## config.mk

```make
export PLATFORM = sky130hd
export DESIGN_NAME = serial_tx_shifter
export DESIGN_NICKNAME = d
export VERILOG_FILES = /design/src/rtl/serial_pkg.sv /design/src/rtl/serial_bit_counter.sv /design/src/rtl/serial_tx_shifter.sv
export SDC_FILE = /design/constraint.sdc
export NUM_CORES = 1
export LEC_CHECK = 0
export BUFFER_PORTS_ARGS = -buffer_cell sky130_fd_sc_hd__buf_2
export CAP_MARGIN = 10
export CORE_AREA = 2 2 39 41
export DETAILED_ROUTE_END_ITERATION = 12
export DIE_AREA = 0 0 41 43
export HOLD_SLACK_MARGIN = 0.1
export PLACE_DENSITY_LB_ADDON = 0.05
export SYNTH_ARGS = -nofsm -noshare
export SYNTH_HDL_FRONTEND = slang
export SYNTH_SLANG_ARGS = --single-unit
```

## constraint.sdc

```tcl
create_clock -name clk -period 3.2 [get_ports clk]
set_clock_uncertainty 0.2 [all_clocks]
set_input_delay 0.16 -clock clk [delete_from_list [all_inputs] [get_ports clk]]
set_output_delay 0.16 -clock clk [all_outputs]
set_load 0.05 [all_outputs]
```

## src/rtl/serial_pkg.sv

```systemverilog
// serial_pkg
//   Definitions shared by the serial transmit shifter and its matching
//   capture block: FSM state encodings and the bit-counter width helper.
//   No ports.
package serial_pkg;

  typedef enum logic {
    ST_IDLE  = 1'b0,
    ST_SHIFT = 1'b1
  } state_e;

  // Bit-counter width for a WIDTH-bit word. A 1-bit word still needs a
  // 1-bit counter so that the counter port never has zero width.
  function automatic int cnt_width(input int width);
    return (width > 1) ? $clog2(width) : 1;
  endfunction

endpackage

```

## src/rtl/serial_bit_counter.sv

```systemverilog
// serial_bit_counter
//   Tracks which bit of the current word is on the serial line.
//   Ports:
//     clk        rising-edge clock
//     rst        synchronous active-high reset (cnt -> 0)
//     load_i     load cnt with load_val_i
//     load_val_i value taken on load
//     clear_i    force cnt to 0 (wins over load and increment)
//     inc_i      advance cnt by one
//     last_o     high while cnt == WIDTH-1
module serial_bit_counter
  import serial_pkg::*;
#(
  parameter int WIDTH = 8,
  localparam int CW = cnt_width(WIDTH)
) (
  input  logic          clk,
  input  logic          rst,
  input  logic          load_i,
  input  logic [CW-1:0] load_val_i,
  input  logic          clear_i,
  input  logic          inc_i,
  output logic          last_o
);

  logic [CW-1:0] cnt_q, cnt_d;

  always_comb begin
    cnt_d = cnt_q;
    if (clear_i) begin
      cnt_d = '0;
    end else if (load_i) begin
      cnt_d = load_val_i;
    end else if (inc_i) begin
      cnt_d = cnt_q + CW'(1);
    end
  end

  always_ff @(posedge clk) begin
    if (rst) begin
      cnt_q <= '0;
    end else begin
      cnt_q <= cnt_d;
    end
  end

  // The owner stops incrementing at WIDTH-1, so cnt never wraps.
  assign last_o = (cnt_q == CW'(WIDTH - 1));

endmodule

```

## src/rtl/serial_tx_shifter.sv

```systemverilog
// serial_tx_shifter
//   Parallel-in, serial-out transmit shifter. Accepts a WIDTH-bit word over
//   a valid/ready handshake and sends it one bit per clock on sdo, qualified
//   by sdo_valid. Back-to-back words stream with no gap.
//   Ports:
//     clk         rising-edge clock
//     rst         synchronous active-high reset
//     load_valid  producer offers load_data
//     load_ready  a word can be accepted this cycle (from registered state only)
//     load_data   word to serialise, sampled only on accept
//     sdo         registered serial data, 0 whenever sdo_valid is 0
//     sdo_valid   registered, sdo carries a bit this cycle
//     frame_done  high during the last bit of each word
module serial_tx_shifter
  import serial_pkg::*;
#(
  parameter int WIDTH     = 8,
  parameter bit LSB_FIRST = 1'b1
) (
  input  logic             clk,
  input  logic             rst,
  input  logic             load_valid,
  output logic             load_ready,
  input  logic [WIDTH-1:0] load_data,
  output logic             sdo,
  output logic             sdo_valid,
  output logic             frame_done
);

  localparam int CW = cnt_width(WIDTH);

  state_e           state_q, state_d;
  logic [WIDTH-1:0] shreg_q, shreg_d;
  logic             sdo_q, sdo_d;
  logic             sdo_valid_q, sdo_valid_d;

  logic             last;
  logic             accept;
  logic             cnt_load, cnt_clear, cnt_inc;
  logic             load_first, shreg_next_bit;
  logic [WIDTH-1:0] load_rest, shreg_shifted;

  // Bit order is fixed at elaboration: the word is shifted toward the end
  // that goes out first, so the next bit is always at the same position.
  generate
    if (LSB_FIRST) begin : g_lsb
      assign load_first     = load_data[0];
      assign load_rest      = load_data >> 1;
      assign shreg_next_bit = shreg_q[0];
      assign shreg_shifted  = shreg_q >> 1;
    end else begin : g_msb
      assign load_first     = load_data[WIDTH-1];
      assign load_rest      = load_data << 1;
      assign shreg_next_bit = shreg_q[WIDTH-1];
      assign shreg_shifted  = shreg_q << 1;
    end
  endgenerate

  // Ready while idle, or on the last bit so the next word follows with no gap.
  assign load_ready = (state_q == ST_IDLE) | ((state_q == ST_SHIFT) & last);
  assign accept     = load_valid & load_ready;

  always_comb begin
    state_d     = state_q;
    shreg_d     = shreg_q;
    sdo_d       = 1'b0;
    sdo_valid_d = 1'b0;
    cnt_load    = 1'b0;
    cnt_clear   = 1'b0;
    cnt_inc     = 1'b0;
    if (accept) begin
      state_d     = ST_SHIFT;
      sdo_d       = load_first;
      sdo_valid_d = 1'b1;
      shreg_d     = load_rest;
      cnt_load    = 1'b1;
    end else if (state_q == ST_SHIFT) begin
      if (last) begin
        state_d   = ST_IDLE;
        cnt_clear = 1'b1;
      end else begin
        sdo_d       = shreg_next_bit;
        sdo_valid_d = 1'b1;
        shreg_d     = shreg_shifted;
        cnt_inc     = 1'b1;
      end
    end
  end

  always_ff @(posedge clk) begin
    if (rst) begin
      state_q     <= ST_IDLE;
      shreg_q     <= '0;
      sdo_q       <= 1'b0;
      sdo_valid_q <= 1'b0;
    end else begin
      state_q     <= state_d;
      shreg_q     <= shreg_d;
      sdo_q       <= sdo_d;
      sdo_valid_q <= sdo_valid_d;
    end
  end

  serial_bit_counter #(
    .WIDTH(WIDTH)
  ) u_cnt (
    .clk       (clk),
    .rst       (rst),
    .load_i    (cnt_load),
    .load_val_i(CW'(0)),
    .clear_i   (cnt_clear),
    .inc_i     (cnt_inc),
    .last_o    (last)
  );

  assign sdo        = sdo_q;
  assign sdo_valid  = sdo_valid_q;
  // In IDLE the counter also sits at WIDTH-1 when WIDTH=1, hence the qualifier.
  assign frame_done = sdo_valid_q & last;

endmodule

```

==> qor.csv, run 1 <==
stage,metric,value,unit
status,status,completed,
clocking,cts_made_buffers,3,
drt,drt-total-wl,1.059,mm
timing,slew_viol_final,0,
layout,fin_nets,97,
drt,dr.pass1.iters,4,
layout,multi_input_area,292.8,µm²
synthesis,yosysSeqAreaShare,0.4183,
synthesis,avgSynthCellArea,10.44,µm²
die,initial_core_util,0.4150,
synthesis,ys_warn_count,0,
die,die_y,43,µm
layout,num_antenna_cells,0,
critical_path,critPathCaptureType,register,
critical_path,cp.required,3.16,ns
layout,mostFrequentLayoutCells,"buf_2, dlygate4sd3_1, dfxtp_1",
pwr,p_per_area,407.9,nW/µm²
critical_path,critPathArrivalTime,2.60,ns
synthesis,ys_seq_elements,12,
drt,viasPerCell,4.878,
clocking,cts_resized,0,
synthesis,synth.distinct_cells,19,
global_route,grt_first_pass_wirelength,1.690,mm
critical_path,startpoint_type,register,
timing,holdWs,0.3236,ns
timing,rsz0062_at_grt,false,
clocking,cts-root-buf,clkbuf_4,
die,pin_count,15,
clocking,cts.clk_slew.worst_paths,0.07,ns
die,core_area,1384,µm²
global_route,first_global_vias,442,
global_route,track_usage,0.1400,
place,io_buffers,14,
timing,worst_pin_slew,0.3037,ns
place,place_area,633.1,µm²
timing,fmax,377.9,MHz
place,gp_congestion,0.6514,
job,max_cap_violations,0,
synthesis,syn-instance-count,55,
global_route,grt_overflow,0,
critical_path,criticalPathCategory,reg2reg,
clocking,cts_tree,yes,
synthesis,synth_nets,68,
layout,fin_util,0.5678,
die,die_w,41,µm
drt,ant_nets,0,
layout,final_area,785.8,µm²
drt,drcViolationCount,0,
pwr,leakagePower,0.3526,nW
drt,num_vias,478,
layout,seq_area,240.2,µm²
layout,final_common_cell,buf_2,
drt,avgRoutedWirePerCell,10.81,µm
timing,maxSlewHeadroom,0.7975,
clocking,clk_latency,0.26,ns
hold_path,min-delay-path-class,reg2reg,
timing,setup_viol,0,
clocking,cts_max_path_buffers,2,
layout,drive_gt1_frac,0.3293,
die,die_area,1763,µm²
global_route,antenna_found_initial,0,
timing,hold_viol_final,0,
drt,drtIter0Drc,3,
critical_path,crit_fanout,14,
global_route,grt_max_degree,15,
die,row_count,14,
place,post-dp-hpwl,659.7,µm
layout,area_growth_syn_to_layout,36.82,%
clocking,h-tree-depth,1,
clocking,cts_num_sinks,12,
timing,tns,0,ns
pwr,ir_drop,0.2519,mV
timing,fin_crit_sh,0.8270,
synthesis,syn_area,574.3,µm²
layout,fill_cells,128,
timing,fin_crit,2.646,ns
-- routing by layer --
metal | wire (µm) | global-route usage | share of wire
met5 | 0 | 0 | 0
met4 | 8 | 0.06000 | 0.0076
met3 | 38 | 0.03141 | 0.036
met2 | 529 | 0.2375 | 0.50
met1 | 483 | 0.1558 | 0.46
-- sequential cells by signal, summed over array words and instances (netlist names) --
register	cells
shreg_q	7
sdo	1
u_cnt.cnt_q	3
sdo_valid	1
-- cell usage after synthesis (all sizes together) --
cell type | instances | area (µm²)
nor2 | 12 | 50.05
and2 | 1 | 6.260
nand2 | 1 | 3.750
nor3b | 2 | 15.01
and2b | 1 | 10.01
a211oi | 6 | 75.07
a31oi | 2 | 12.51
nand3 | 1 | 5.000
ha | 2 | 25.02
inv | 2 | 10.01
mux2i | 8 | 80.08
nor3 | 1 | 5.000
buf | 3 | 31.28
a21oi | 1 | 5.000
dfxtp | 12 | 240.2
-- repair_timing --
| action | in CTS | in global routing |
|---|---|---|
| hold endpoints to repair | 12 | 0 |
| buffers inserted | 0 | 0 |
| hold buffers | 13 | 0 |
-- where the power goes --
part | leakage (nW) | switching [mW] | internal (mW)
registers | 0.0990 | 0.00626 | 0.159
clock network | 0.0138 | 0.0463 | 0.0434
logic | 0.240 | 0.0334 | 0.0317
-- logic make-up after synthesis --
logic type	Yosys count	synth area share
fa+ha+maj	2	0.04357
compound gates	9	0.1612
flops	12	0.4183
mux	8	0.1394
simple gates	19	0.1656
buf+inv	5	0.07190
-- through the flow --
stage	setup slack, ns	instances	power [mW]
final	0.5537	98	0.3205
after detailed placement	1.510	82	0.2229
after global placement	1.548	82	0.2236
after global routing	0.4624	98	0.3388
after CTS	0.5372	98	0.3302
after floorplan	1.537	55	0.2132
-- area by class of cell --
cell class                 instances  share of cell area
timing repair buffer              27              0.2548
multi-input combinational         38              0.3726
clock buffer                       3             0.02866
tap                               16             0.02548
inverter                           2             0.01274
sequential                        12              0.3057
-- worst max-delay path, cell delays in order (launching register included) --
cell and delay (ns):
dfxtp_1 0.32, ha_1 0.20, ha_1 0.19, and2b_4 0.29
inv_4 0.09, nand3_1 0.08, dlygate4sd3_1 0.54, a21oi_1 0.06
dlygate4sd3_1 0.55
-- path summary, 6_finish.rpt --
| path | from | end | slack, ns | cells past startpoint |
|---|---|---|---|---|
| max | u_cnt.cnt_q[0] | sdo | 0.55 | 8 |
| min | shreg_q[3] | shreg_q[2] | 0.32 | 2 |
| max reg2reg | u_cnt.cnt_q[0] | sdo | 0.55 | 8 |
| min reg2reg | shreg_q[3] | shreg_q[2] | 0.32 | 2 |
(Power assumes the default switching activity.)
==> run 2, diff against run 1 <==
--- a/config.mk
+++ b/config.mk
@@ -5,11 +5,11 @@
 export SDC_FILE = /design/constraint.sdc
 export NUM_CORES = 1
 export LEC_CHECK = 0
+export ABC_AREA = 1
 export BUFFER_PORTS_ARGS = -buffer_cell sky130_fd_sc_hd__buf_2
 export CAP_MARGIN = 10
-export CORE_AREA = 2 2 39 41
+export CORE_UTILIZATION = 44
 export DETAILED_ROUTE_END_ITERATION = 12
-export DIE_AREA = 0 0 41 43
 export HOLD_SLACK_MARGIN = 0.1
 export PLACE_DENSITY_LB_ADDON = 0.05
 export SYNTH_ARGS = -nofsm -noshare
==> constraint.sdc (replaced) <==
create_clock -name clk -period 2.4 [get_ports clk]
set_clock_uncertainty 0.2 [all_clocks]
set_input_delay 0.12 -clock clk [delete_from_list [all_inputs] [get_ports clk]]
set_output_delay 0.12 -clock clk [all_outputs]
set_load 0.05 [all_outputs]
==> run 2 against run 1 <==
Net effect: non-clock buffer count decreased by 1; critical path depth unchanged; via count rose by 24%; utilization increased by 9.7 points; synthesized area increased by 1.3%; register-to-register slack lost 0.31 ns; synthesized cell count rose by 47%; power increased by 30%; cell count is 23% higher; highest routed layer unchanged; clock-buffer cell count did not move.
==> qor.csv, run 2 <==
stage,metric,value,unit,change
clocking,cts_num_sinks,12,,unchanged
layout,final_area,778.2,µm²,-0.96%
drt,drtIter0Drc,16,,+13
pwr,ir_drop,0.3687,mV,+46%
critical_path,startpoint_type,register,,
die,row_count,12,,-2
place,gp_congestion,0.7167,,+10%
timing,worst_slack,0.2452,ns,-0.3085 ns
synthesis,yosys.area.top_type,dfxtp_1,,
place,io_buffers,14,,unchanged
die,die_area,1472,µm²,-17%
place,post-place-ws,0.7569,ns,-0.7529 ns
synthesis,ys_top_cells_by_area,"dfxtp_1, nand3_1, nand2_1",,
clocking,h-tree-depth,1,,unchanged
synthesis,netlist.area_leader.share,0.4129,,-0.005397
global_route,grt_overflow,0,,unchanged
synthesis,ys_seq_elements,12,,unchanged
critical_path,cp_cell_sequence,"ha_1, ha_1, inv_1, nand2_2, nand2_1, inv_1, nor3_2, dlygate4sd3_1",,
hold_path,min-delay-path-class,reg2reg,,
critical_path,cp_slowest_cell,dlygate4sd3_1,,
critical_path,crit_fanout,17,,+3
hold_path,min_path_cells,2,,unchanged
hold_path,min_to,u_cnt.cnt_q[2],,
clocking,cts_made_buffers,3,,unchanged
global_route,grt_first_pass_wirelength,2.001,mm,+18%
timing,maxSlewHeadroom,0.7326,,-0.06493
clocking,clk_latency,0.26,ns,about the same
timing,hold_viol_final,0,,unchanged
place,post-dp-hpwl,808.1,µm,+22%
timing,fin_crit,2.155,ns,-0.4915 ns
synthesis,synth_nets,94,,+38%
drt,viasPerCell,4.893,,+0.31%
timing,fin_crit_sh,0.8978,,+0.07085
drt,dr.pass1.iters,4,,unchanged
critical_path,r2r_cells,8,,unchanged
critical_path,slowest_delay,0.55,ns,about the same
drt,drcViolationCount,0,,unchanged
hold_path,hold_path.startpoint,u_cnt.cnt_q[2],,
die,die_y,38.37,µm,-11%
layout,area_growth_syn_to_layout,33.76,%,
critical_path,critPathCaptureType,register,,
layout,largest_reg_flops,7,,unchanged
synthesis,synth-edff-count,0,,unchanged
job,max_cap_violations,0,,unchanged
synthesis,synth_commonest_cells,"nand2_1, nand3_1, dfxtp_1, inv_1, a21oi_1",,
pwr,leakagePower,0.4119,nW,+17%
synthesis,avgSynthCellArea,7.183,µm²,-31%
critical_path,criticalPathCategory,reg2reg,,
timing,slew_viol_final,0,,unchanged
die,initial_core_util,0.4968,,+0.08179
critical_path,regToRegStartpoint,u_cnt.cnt_q[0],,
drt,drt-total-wl,1.231,mm,+16%
timing,setup_viol,0,,unchanged
die,die_w,38.37,µm,-6.4%
layout,largest_registers,"shreg_q (7), u_cnt.cnt_q (3)",,
timing,tns,0,ns,unchanged
pwr,power,0.4152,mW,+30%
layout,final_common_cell,nand2_1,,
critical_path,ff2ff_setup_slack,0.25,ns,-0.31 ns
critical_path,rr_endpoint,u_cnt.cnt_q[0],,
synthesis,synth.distinct_cells,13,,-6
synthesis,synth_most_common_cell,nand2_1,,
critical_path,cp.buffers_inverters,3,,unchanged
layout,mostFrequentLayoutCells,"nand2_1, nand3_1, buf_2",,
clocking,cts.clk_slew.worst_paths,0.07,ns,about the same
timing,fmax,464.1,MHz,+23%
timing,rsz0062_at_grt,false,,
synthesis,syn-instance-count,81,,+47%
synthesis,ys_warn_count,0,,unchanged
place,place_area,635.6,µm²,+0.40%
synthesis,synth-main-ff-cell,dfxtp_1,,
critical_path,critPathArrivalTime,2.17,ns,-0.43 ns
global_route,grt_max_degree,18,,+3
status,status,completed,,
critical_path,critical_path.top_delay_family,buffers and inverters,,
layout,drive_gt1_frac,0.1963,,-0.1330
critical_path,cp-startpoint,u_cnt.cnt_q[0],,
pwr,p_per_area,533.5,nW/µm²,+31%
layout,fin_nets,122,,+26%
global_route,antenna_found_initial,0,,unchanged
drt,num_vias,592,,+24%
clocking,cts_tree,yes,,
layout,fill_cells,104,,-19%
timing,holdWs,0.2705,ns,-0.05314 ns
drt,avgRoutedWirePerCell,10.17,µm,-5.9%
die,core_area,1171,µm²,-15%
synthesis,syn_area,581.8,µm²,+1.3%
clocking,cts-root-buf,clkbuf_4,,
timing,worst_pin_slew,0.4007,ns,+0.09696 ns
synthesis,yosysSeqAreaShare,0.4129,,-0.005397
die,pin_count,15,,unchanged
layout,num_antenna_cells,0,,unchanged
critical_path,cp.required,2.41,ns,-0.75 ns
synthesis,async_flop_share,0,,unchanged
drt,ant_nets,0,,unchanged
global_route,first_global_vias,478,,+8.1%
clocking,cts_max_path_buffers,2,,unchanged
global_route,track_usage,0.2032,,+0.06318
layout,largest-register,shreg_q,,
[run 2: changes by cell type in the layout (fill, tap and decap cells not counted), sizes merged, moves of 2 or more]
cell	delta
nand2	+22
nand3	+19
inv	+10
nor2	-9
mux2i	-8
a211oi	-6
a21oi	+3
a31oi	-2
nor3b	-2
[run 2: routing by layer]
layer	share of wire	track usage	up-vias
met1	0.46	0.2590	258
met4	0.015	0.1207	0
met3	0.052	0.05814	4
li1	-	-	309
met5	0	0	-
met2	0.47	0.3008	21
[run 2: report_power, final]
group,switching [mW],internal (mW)
Combinational,0.0455,0.0339
Sequential,0.00619,0.209
Clock,0.0624,0.0579
[run 2: kinds of logic (layout without fill, tap and decap cells)]
family                     Yosys count  after routing  synth area share
and+or+nand+nor                     47             47            0.3656
buffers and inverters               15             41            0.1355
DFF                                 12             12            0.4129
adders and majority gates            2              2           0.04300
AOI/OAI and AO/OA                    5              5           0.04300
[run 2: metrics by stage]
step,cells,util
detailed placement,106,0.5427
global placement,106,0.5427
CTS,121,0.6645
floorplan,81,-
finish,121,0.6645
global route,121,0.6645
[run 2: worst register-to-register path: cells and delay by family, from the launching register on]
| kind | cells | cell delay [ns] |
|---|---|---|
| buffers and inverters | 3 | 0.69 |
| AND/OR/NAND/NOR | 3 | 0.47 |
| adder cells (fa/ha/maj) | 2 | 0.42 |
| flip-flops | 1 | 0.33 |
[run 2: repair_timing]
action	in CTS	in global routing
hold buffers	12	0
endpoints found under the hold margin	10	0
setup buffers	0	0
gates resized for setup	0	0
[run 2: worst max path at each step]
stage,end,cells after the start,slack (ns)
after floorplan,shreg_q[1],6,0.79
after global placement,shreg_q[2],7,0.78
after detailed placement,shreg_q[6],6,0.76
after CTS,u_cnt.cnt_q[0],6,0.25
after global routing,u_cnt.cnt_q[0],8,0.11
final,u_cnt.cnt_q[0],8,0.25
[run 2: final cells by class]
class                   count  area (µm²)  share of cell area
inverters                  12       45.04             0.05788
well taps                  14       17.52             0.02251
flip-flops and latches     12       240.2              0.3087
clock buffers               3       22.52             0.02894
repair buffers             26       190.2              0.2444
multi-input cells          54       262.8              0.3376
